--- src/rtl/mem_arbiter_pkg.sv ---
// Shared types and defaults for the two-requester memory arbiter.
package mem_arbiter_pkg;

    typedef enum logic {
        IDLE,
        BUSY
    } state_t;

    typedef struct packed {
        logic [15:0] addr;
        logic [15:0] wdata;
        logic [1:0]  wstrb;
    } bus_req_t;

    localparam int DEFAULT_TIMEOUT_CYCLES = 64;

endpackage

--- src/rtl/mem_arbiter_if.sv ---
// Requester-side and memory-side bus bundle of the arbiter.
interface mem_arbiter_if;

    logic        m0_valid;
    logic [15:0] m0_addr;
    logic [15:0] m0_wdata;
    logic [1:0]  m0_wstrb;
    logic        m0_ready;
    logic [15:0] m0_rdata;
    logic        m0_err;

    logic        m1_valid;
    logic [15:0] m1_addr;
    logic [15:0] m1_wdata;
    logic [1:0]  m1_wstrb;
    logic        m1_ready;
    logic [15:0] m1_rdata;
    logic        m1_err;

    logic        s_valid;
    logic [15:0] s_addr;
    logic [15:0] s_wdata;
    logic [1:0]  s_wstrb;
    logic        s_ready;
    logic [15:0] s_rdata;

    // The arbiter itself: serves both requesters and masters the shared memory.
    modport master (
        input  m0_valid, m0_addr, m0_wdata, m0_wstrb,
        output m0_ready, m0_rdata, m0_err,
        input  m1_valid, m1_addr, m1_wdata, m1_wstrb,
        output m1_ready, m1_rdata, m1_err,
        output s_valid, s_addr, s_wdata, s_wstrb,
        input  s_ready, s_rdata
    );

    modport slave (
        output m0_valid, m0_addr, m0_wdata, m0_wstrb,
        input  m0_ready, m0_rdata, m0_err,
        output m1_valid, m1_addr, m1_wdata, m1_wstrb,
        input  m1_ready, m1_rdata, m1_err,
        input  s_valid, s_addr, s_wdata, s_wstrb,
        output s_ready, s_rdata
    );

endinterface

--- src/rtl/mem_arbiter_arb_rr2.sv ---
// Two-way round-robin pick: a lone requester wins, a conflict goes to the one not served last.
module arb_rr2 (
    input  logic [1:0] valid,
    input  logic       lst,
    output logic       any,
    output logic       grant
);

    always_comb begin
        any   = |valid;
        grant = (valid == 2'b11) ? ~lst : valid[1];
    end

endmodule

--- src/rtl/mem_arbiter.sv ---
// Arbitrates two requesters onto one shared memory port, with a per-transfer timeout.
module mem_arbiter
    import mem_arbiter_pkg::*;
#(
    parameter int TIMEOUT_CYCLES = DEFAULT_TIMEOUT_CYCLES
) (
    input logic           clk,
    input logic           rst,
    mem_arbiter_if.master bus
);

    localparam logic [15:0] CNT_LAST = 16'(TIMEOUT_CYCLES - 1);

    state_t      state, state_nxt;
    logic        g, g_nxt;
    logic        lst, lst_nxt;
    logic [15:0] cnt, cnt_nxt;
    logic        pick_any, pick;
    bus_req_t    req0, req1, req_g;
    logic        done, done_err, active;
    logic [15:0] done_rdata;

    assign req0 = '{addr: bus.m0_addr, wdata: bus.m0_wdata, wstrb: bus.m0_wstrb};
    assign req1 = '{addr: bus.m1_addr, wdata: bus.m1_wdata, wstrb: bus.m1_wstrb};

    arb_rr2 u_arb (
        .valid ({bus.m1_valid, bus.m0_valid}),
        .lst   (lst),
        .any   (pick_any),
        .grant (pick)
    );

    always_ff @(posedge clk) begin
        if (rst) begin
            state <= IDLE;
            g     <= 1'b0;
            lst   <= 1'b1;
            cnt   <= '0;
        end else begin
            state <= state_nxt;
            g     <= g_nxt;
            lst   <= lst_nxt;
            cnt   <= cnt_nxt;
        end
    end

    // A memory response in the timeout cycle still counts as a normal completion.
    always_comb begin
        state_nxt  = state;
        g_nxt      = g;
        lst_nxt    = lst;
        cnt_nxt    = cnt;
        done       = 1'b0;
        done_err   = 1'b0;
        done_rdata = '0;
        case (state)
            IDLE: begin
                if (pick_any) begin
                    g_nxt     = pick;
                    cnt_nxt   = '0;
                    state_nxt = BUSY;
                end
            end
            BUSY: begin
                if (bus.s_ready) begin
                    done       = 1'b1;
                    done_rdata = bus.s_rdata;
                end else if (cnt == CNT_LAST) begin
                    done     = 1'b1;
                    done_err = 1'b1;
                end else begin
                    cnt_nxt = cnt + 16'd1;
                end
                if (done) begin
                    lst_nxt   = g;
                    state_nxt = IDLE;
                end
            end
            default: state_nxt = IDLE;
        endcase
    end

    // Outputs are held at zero while rst is high so a reset mid-transfer aborts silently.
    always_comb begin
        active        = (state == BUSY) && !rst;
        req_g         = g ? req1 : req0;
        bus.s_valid   = active;
        bus.s_addr    = active ? req_g.addr  : 16'h0000;
        bus.s_wdata   = active ? req_g.wdata : 16'h0000;
        bus.s_wstrb   = active ? req_g.wstrb : 2'b00;
        bus.m0_ready  = active && done && !g;
        bus.m1_ready  = active && done && g;
        bus.m0_rdata  = bus.m0_ready ? done_rdata : 16'h0000;
        bus.m1_rdata  = bus.m1_ready ? done_rdata : 16'h0000;
        bus.m0_err    = bus.m0_ready && done_err;
        bus.m1_err    = bus.m1_ready && done_err;
    end

endmodule
--- src/flat_wrapper.sv ---
// flat-port wrapper written by rule: the top's interface ports become plain ports
module mem_arbiter_flat import mem_arbiter_pkg::*;
#(
    parameter int TIMEOUT_CYCLES = DEFAULT_TIMEOUT_CYCLES
)
  (clk, rst, bus_m0_valid, bus_m0_addr, bus_m0_wdata, bus_m0_wstrb, bus_m0_ready, bus_m0_rdata, bus_m0_err, bus_m1_valid, bus_m1_addr, bus_m1_wdata, bus_m1_wstrb, bus_m1_ready, bus_m1_rdata, bus_m1_err, bus_s_valid, bus_s_addr, bus_s_wdata, bus_s_wstrb, bus_s_ready, bus_s_rdata);
  mem_arbiter_if bus_i ();
  input logic clk;
  input logic rst;
  input wire logic [$bits(bus_i.m0_valid)-1:0] bus_m0_valid;
  input wire logic [$bits(bus_i.m0_addr)-1:0] bus_m0_addr;
  input wire logic [$bits(bus_i.m0_wdata)-1:0] bus_m0_wdata;
  input wire logic [$bits(bus_i.m0_wstrb)-1:0] bus_m0_wstrb;
  output wire logic [$bits(bus_i.m0_ready)-1:0] bus_m0_ready;
  output wire logic [$bits(bus_i.m0_rdata)-1:0] bus_m0_rdata;
  output wire logic [$bits(bus_i.m0_err)-1:0] bus_m0_err;
  input wire logic [$bits(bus_i.m1_valid)-1:0] bus_m1_valid;
  input wire logic [$bits(bus_i.m1_addr)-1:0] bus_m1_addr;
  input wire logic [$bits(bus_i.m1_wdata)-1:0] bus_m1_wdata;
  input wire logic [$bits(bus_i.m1_wstrb)-1:0] bus_m1_wstrb;
  output wire logic [$bits(bus_i.m1_ready)-1:0] bus_m1_ready;
  output wire logic [$bits(bus_i.m1_rdata)-1:0] bus_m1_rdata;
  output wire logic [$bits(bus_i.m1_err)-1:0] bus_m1_err;
  output wire logic [$bits(bus_i.s_valid)-1:0] bus_s_valid;
  output wire logic [$bits(bus_i.s_addr)-1:0] bus_s_addr;
  output wire logic [$bits(bus_i.s_wdata)-1:0] bus_s_wdata;
  output wire logic [$bits(bus_i.s_wstrb)-1:0] bus_s_wstrb;
  input wire logic [$bits(bus_i.s_ready)-1:0] bus_s_ready;
  input wire logic [$bits(bus_i.s_rdata)-1:0] bus_s_rdata;
  assign bus_i.m0_valid = bus_m0_valid;
  assign bus_i.m0_addr = bus_m0_addr;
  assign bus_i.m0_wdata = bus_m0_wdata;
  assign bus_i.m0_wstrb = bus_m0_wstrb;
  assign bus_m0_ready = bus_i.m0_ready;
  assign bus_m0_rdata = bus_i.m0_rdata;
  assign bus_m0_err = bus_i.m0_err;
  assign bus_i.m1_valid = bus_m1_valid;
  assign bus_i.m1_addr = bus_m1_addr;
  assign bus_i.m1_wdata = bus_m1_wdata;
  assign bus_i.m1_wstrb = bus_m1_wstrb;
  assign bus_m1_ready = bus_i.m1_ready;
  assign bus_m1_rdata = bus_i.m1_rdata;
  assign bus_m1_err = bus_i.m1_err;
  assign bus_s_valid = bus_i.s_valid;
  assign bus_s_addr = bus_i.s_addr;
  assign bus_s_wdata = bus_i.s_wdata;
  assign bus_s_wstrb = bus_i.s_wstrb;
  assign bus_i.s_ready = bus_s_ready;
  assign bus_i.s_rdata = bus_s_rdata;
  mem_arbiter #(.TIMEOUT_CYCLES(TIMEOUT_CYCLES)) u_core (.clk(clk), .rst(rst), .bus(bus_i));
endmodule
--- config.mk ---
export PLATFORM = sky130hd
export DESIGN_NAME = mem_arbiter_flat
export DESIGN_NICKNAME = d
export VERILOG_FILES = /design/src/rtl/mem_arbiter_pkg.sv /design/src/rtl/mem_arbiter_if.sv /design/src/rtl/mem_arbiter_arb_rr2.sv /design/src/rtl/mem_arbiter.sv /design/src/flat_wrapper.sv
export SDC_FILE = /design/constraint.sdc
export NUM_CORES = 1
export LEC_CHECK = 0
export CORE_ASPECT_RATIO = 1.4
export CORE_MARGIN = 2
export CORE_UTILIZATION = 36
export DETAILED_ROUTE_END_ITERATION = 8
export MAX_ROUTING_LAYER = met4
export PLACE_DENSITY = 0.88
export SYNTH_ARGS = -nofsm -noshare
export SYNTH_HDL_FRONTEND = slang
export SYNTH_SLANG_ARGS = --single-unit
--- constraint.sdc ---
create_clock -name clk -period 3.25 [get_ports clk]
set_clock_uncertainty 0.2 [all_clocks]
set_input_delay 0.325 -clock clk [delete_from_list [all_inputs] [get_ports clk]]
set_output_delay 0.325 -clock clk [all_outputs]
set_load 0.01 [all_outputs]
Word level (Yosys, flattened, before mapping)

Cells that the tools add are included.

Output and inout port bits: 71
Register bits: 19
Bits of input ports: 89
Logic and storage cells: 46

Reductions and logical operators: 12
Add/subtract/negate cells: 1
Bitwise gates (word level): 2
Eq/ne operators: 5
Muxes and demuxes: 22

Operator list:

| cell                                            | count |
|---|---|
| 2-to-1 mux 16 bit                               | 9 |
| 2-to-1 mux 34 bit                               | 1 |
| one-hot mux 16 bit (2 select lines)             | 1 |
| adder 16 x 1 -> 16 bit (second input constant)  | 1 |
| == test 16 x 6 -> 1 bit (second input constant) | 1 |
| 2-to-1 mux 1 bit                                | 9 |
| logical AND 1 bit                               | 6 |
| != test 2 bit (second input constant)           | 2 |
| AND reduction 2 bit                             | 2 |
| AND reduction 3 bit                             | 1 |
| == test 2 bit (second input constant)           | 1 |
| logical NOT 1 bit                               | 2 |
| 2-to-1 mux 2 bit                                | 1 |
| != test 2 x 1 -> 1 bit (second input constant)  | 1 |
| NOT 1 bit                                       | 2 |
| one-hot mux 1 bit (2 select lines)              | 1 |
| OR reduction 2 bit                              | 1 |

Longest topological paths before layout

Gate-level depths: netlist of run 1.

Depth in word-level cells: 8
Mapped depth: 7
Gate-level depth less buffers: 5

Modules after synthesis

Synthesis of run 1 repeated with hierarchy kept, for this count alone.

Cells, all modules: 241
Area, all modules: 1790.5 um^2

By module, submodules not included:

| module      | sequential area each (um^2) | area an instance (um^2) | cells each | times used |
|---|---|---|---|---|
| mem_arbiter | 380.4                       | 1776.7                  | 239        | 1 |
| arb_rr2     | 0.0                         | 13.8                    | 2          | 1 |

Worst setup path after synthesis of run 1

OpenSTA, ideal clock, no wires.

Kind: register to output
Start: reg u_core.cnt[0]
End: out bus_m1_ready
Data arrival time: 1564 ps
Stages on the path, launching flop included: 8
Required time: 2725 ps
Buffers on the path: 2
Slack: 1161 ps
Cells stage by stage: dfxtp_1 -> ha_1 -> nor3b_1 -> and4_1 -> buf_6 -> buf_2 -> nor2_1 -> nor2_1

Word-level cells in the longest chain between the ends: 7

RTL lines:

| what                           | line               | RTL |
|---|---|---|
| start, declared                | mem_arbiter.sv:17  | `logic [15:0] cnt, cnt_nxt;` |
| start signal, assigned         | mem_arbiter.sv:43  | `cnt <= cnt_nxt;` |
| == test 16 x 6 -> 1 bit        | mem_arbiter.sv:68  | `end else if (cnt == CNT_LAST) begin` |
| 2-to-1 mux 1 bit               | mem_arbiter.sv:68  |  |
| 2-to-1 mux 1 bit               | mem_arbiter.sv:65  | `if (bus.s_ready) begin` |
| 2-to-1 mux 1 bit (2 in a row)  | mem_arbiter.sv:56  | `case (state)` |
| logical AND 1 bit (2 in a row) | mem_arbiter.sv:92  | `bus.m1_ready = active && done && g;` |
| end, declared                  | flat_wrapper.sv:21 | `output wire logic [$bits(bus_i.m1_ready)-1:0] bus_m1_ready;` |

No other way between the ends. The select of a mux whose other input is x is not followed.

Final worst setup path of run 1

Start: reg u_core.cnt[1]
End: out bus_m1_ready

The elaborated chain is that of the path after synthesis.

==> flow_summary_export.csv, run 1 <==
group,metric,value,unit
status,status,"completed",
yosys,synth_seq_area_share,19.6,%
timing,min_period_over_period,92.1,%
yosys,ys.flop_type,"dfxtp_1",
clocking,root_buffer,"clkbuf_8",
grt,antenna_found_initial,0,
clocking,clk_pin_slew,0.08,ns
yosys,synthArstFlopShare,0,%
die,die_y,90.9,µm
layout,final_area,3630,µm²
clocking,ctsResizeCount,0,
routing,avgViaCountPerCell,5.63,
layout,diodes,0,
clocking,clock_sinks,19,
die,initial_core_util,37.3,%
timing,final-max-slew-violation-count,0,
power_and_ir_drop,p_per_area,202,nW/µm²
placed_design,dp_cells,494,
timing,rsz0062_at_grt,"false",
critical_path,crit_arrival,2.47,ns
yosys,syn_inst,283,
clocking,clock_latency,0.26,ns
power_and_ir_drop,p_total,733,µW
routing,first_pass_iters,5,
critical_path,crit_required,2.72,ns
grt,grt_pass1_vias,2680,
worst_hold_path,min_from,"u_core.cnt[5]",
power_and_ir_drop,p_comb_share,42.2,%
worst_hold_path,hold_path_class,"flip-flop to flip-flop",
die,io_pins,160,
timing,setup_viol,0,
yosys,syn-cell-area,1940,µm²
routing,post_drt_wl_per_cell,17.8,µm
power_and_ir_drop,p_sw_share,31.0,%
timing,slew_headroom,35.1,%
grt,grt_max_degree,37,
power_and_ir_drop,internal-power,506,µW
yosys,syn-num-nets,373,
grt,groute.usage.overall,30.4,%
yosys,ys.warnings.count,0,
timing,tightestPinTransition,0.971,ns
placed_design,gp_congestion,0.905,
critical_path,critical_path_class,"flip-flop to output pin",
yosys,synth_simple_gate_area_share,43.3,%
placed_design,portBuffers,159,
critical_path,rr_startpoint,"u_core.cnt[1]",
timing,timing.setup.tns,0,ns
clocking,cts_htree_levels,1,
routing,drcViolationCount,0,
yosys,synth_seq_cells,19,
critical_path,end_kind,"output pin",
yosys,synth_xor_area_share,0,%
layout,final_cells,498,
critical_path,crit_path_start_kind,"flip-flop",
critical_path,worst-path-max-fanout,15,
die,core,5200,µm²
layout,syn2layout_area_growth,86.8,%
routing,drtIter0Drc,183,
yosys,synth_mux_area_share,20.2,%
die,die_x,66.1,µm
layout,drive_above_1_share,4.63,%
critical_path,crit_start,"u_core.cnt[1]",
power_and_ir_drop,power_switching,227,µW
grt,grt_pass1_wl,13.7,mm
power_and_ir_drop,pwr-share-seq,33.9,%
die,die_area,6000,µm²
yosys,synth_fa_ha_area_share,0.645,%
clocking,cts_hold_buf,0,
yosys,synth_area_per_cell,6.86,µm²
clocking,numCtsBuffers,3,
yosys,synth-compound-area-share,9.93,%
grt,grt-ovfl-total,0,
die,rows,31,
routing,drt_wl_total,8.88,mm
power_and_ir_drop,p_leak,0.00131,µW
clocking,tritoncts,"yes",
job,drv_cap,0,
placed_design,dpl-instance-area,3580,µm²
timing,hold_viol_final,0,
power_and_ir_drop,clock_power_share,23.9,%
routing,antenna_left,0,
power_and_ir_drop,ir_drop,140,µV
placed_design,dp_hpwl,7.28,mm
yosys,yosysUniqueCellTypes,42,
layout,num-nets-final,523,
timing,fmax,0.334,GHz
timing,fin_crit,2.99,ns
yosys,synth_top_family_by_area,"simple AND/OR/NAND/NOR gates",
yosys,synth_edf_count,0,
routing,vias,2803,
clocking,cts_buffer_depth,2,
clocking,cts_setup_buffers,0,
==> power groups by stage <==
stage	clock, µW	combinational, µW	sequential (µW)
floorplan	0	121	244
global placement	0	303	253
detailed placement	0	308	254
CTS	173	309	248
global route	185	331	249
finish	175	309	248
==> cell usage in the layout, fill, tap and decap left out, types with 2 or more instances in the layout <==
cell type	synthesis	routed
or4_1	4	4
nor3_1	4	4
o221ai_1	2	2
nor2_1	62	62
clkdlybuf4s50_1	0	159
or2_2	2	2
o21ai_0	2	2
buf_4	0	10
or3_1	2	2
nand3_1	14	14
dfxtp_1	19	18
o311ai_1	3	3
and4_1	3	3
nand4_1	10	10
clkbuf_8	0	3
nand2b_1	2	2
nor4_1	8	8
and3_1	19	19
a21oi_1	6	6
nand2_1	31	31
o211ai_1	4	4
inv_1	2	2
mux2i_1	37	37
nor2b_1	4	4
o2111ai_1	2	2
==> sequential cells by signal (all words and copies together) (netlist names) <==
register      cells
u_core.g          1
u_core.state      1
u_core.cnt       16
u_core.lst        1
==> layout make-up <==
cell class	count	area (µm²)
Inverter	3	11.3
Timing Repair Buffer	169	1670
Tap cell	66	82.6
Clock buffer	4	45.0
Multi-Input combinational cell	237	1440
Sequential cell	19	382
Fill cell	446	1570
==> kinds of logic (layout without fill, tap and decap cells) <==
kind of cell               count (synthesis)  after routing
AOI/OAI and AO/OA                         26             26
adders and majority gates                  1              1
buffers and inverters                     27            176
DFF                                       19             19
muxes                                     39             39
and+or+nand+nor                          171            171
==> final timing paths <==
path,slack (ns),endpoint,depth (start not counted)
worst max register to register,1.05,u_core.cnt[3],6
worst min register to register,0.32,u_core.cnt[5],2
worst min-delay path,0.32,u_core.cnt[5],2
worst max-delay path,0.26,bus_m1_ready,7
==> stage by stage <==
stage	utilization, %	setup slack [ns]	hold WS (ns)
floorplan	-	1.16	0.264
global placement	68.9	0.621	0.295
detailed placement	68.9	0.588	0.307
CTS	69.8	0.273	0.318
global route	69.8	0.0129	0.356
finish	69.8	0.258	0.320
==> routing by layer <==
layer | routed length, µm | part of all wire [%] | track usage (%)
met1 | 3450 | 39 | 37.3
met4 | 259 | 2.9 | 9.18
met2 | 4380 | 49 | 51.1
met3 | 792 | 8.9 | 3.87
met5 | 0 | 0 | -
==> critical path, stage by stage, from the launching register on <==
cell             delay [ns]
dfxtp_1                0.43
ha_1                   0.31
nor3b_1                0.27
and4_1                 0.25
buf_4                  0.22
nor2_1                 0.06
nor2_1                 0.11
clkdlybuf4s50_1        0.55
==> Yosys cell counts (2+ instances only) <==
| cell | number | area (µm²) |
|---|---|---|
| o221ai_1 | 2 | 17.5 |
| nor4_1 | 8 | 50.1 |
| or3_1 | 2 | 12.5 |
| dfxtp_1 | 19 | 380 |
| nand2b_1 | 2 | 12.5 |
| buf_6 | 2 | 22.5 |
| and3_1 | 19 | 119 |
| a21oi_1 | 6 | 30.0 |
| nand3_1 | 14 | 70.1 |
| mux2i_1 | 37 | 370 |
| nor2b_1 | 4 | 25.0 |
| nand2_1 | 31 | 116 |
| or4_1 | 4 | 30.0 |
| o311ai_1 | 3 | 26.3 |
| nand4_1 | 10 | 62.6 |
| nor3_1 | 4 | 20.0 |
| nor2_1 | 62 | 233 |
| o211ai_1 | 4 | 30.0 |
| inv_1 | 2 | 7.51 |
| and4_1 | 3 | 26.3 |
| buf_2 | 4 | 20.0 |
| clkbuf_1 | 18 | 67.6 |
| o21ai_0 | 2 | 10.0 |
| or2_2 | 2 | 12.5 |
| o2111ai_1 | 2 | 17.5 |
No activity file was read; power rests on OpenSTA's default activity.
==> run 2: changes to the inputs <==
--- a/config.mk
+++ b/config.mk
@@ -11,6 +11,7 @@
 export DETAILED_ROUTE_END_ITERATION = 8
 export MAX_ROUTING_LAYER = met4
 export PLACE_DENSITY = 0.88
+export SKIP_LAST_GASP = 1
 export SYNTH_ARGS = -nofsm -noshare
 export SYNTH_HDL_FRONTEND = slang
 export SYNTH_SLANG_ARGS = --single-unit
==> results of run 2 <==
Final layout, timing and power as in run 1 (identical DEF).
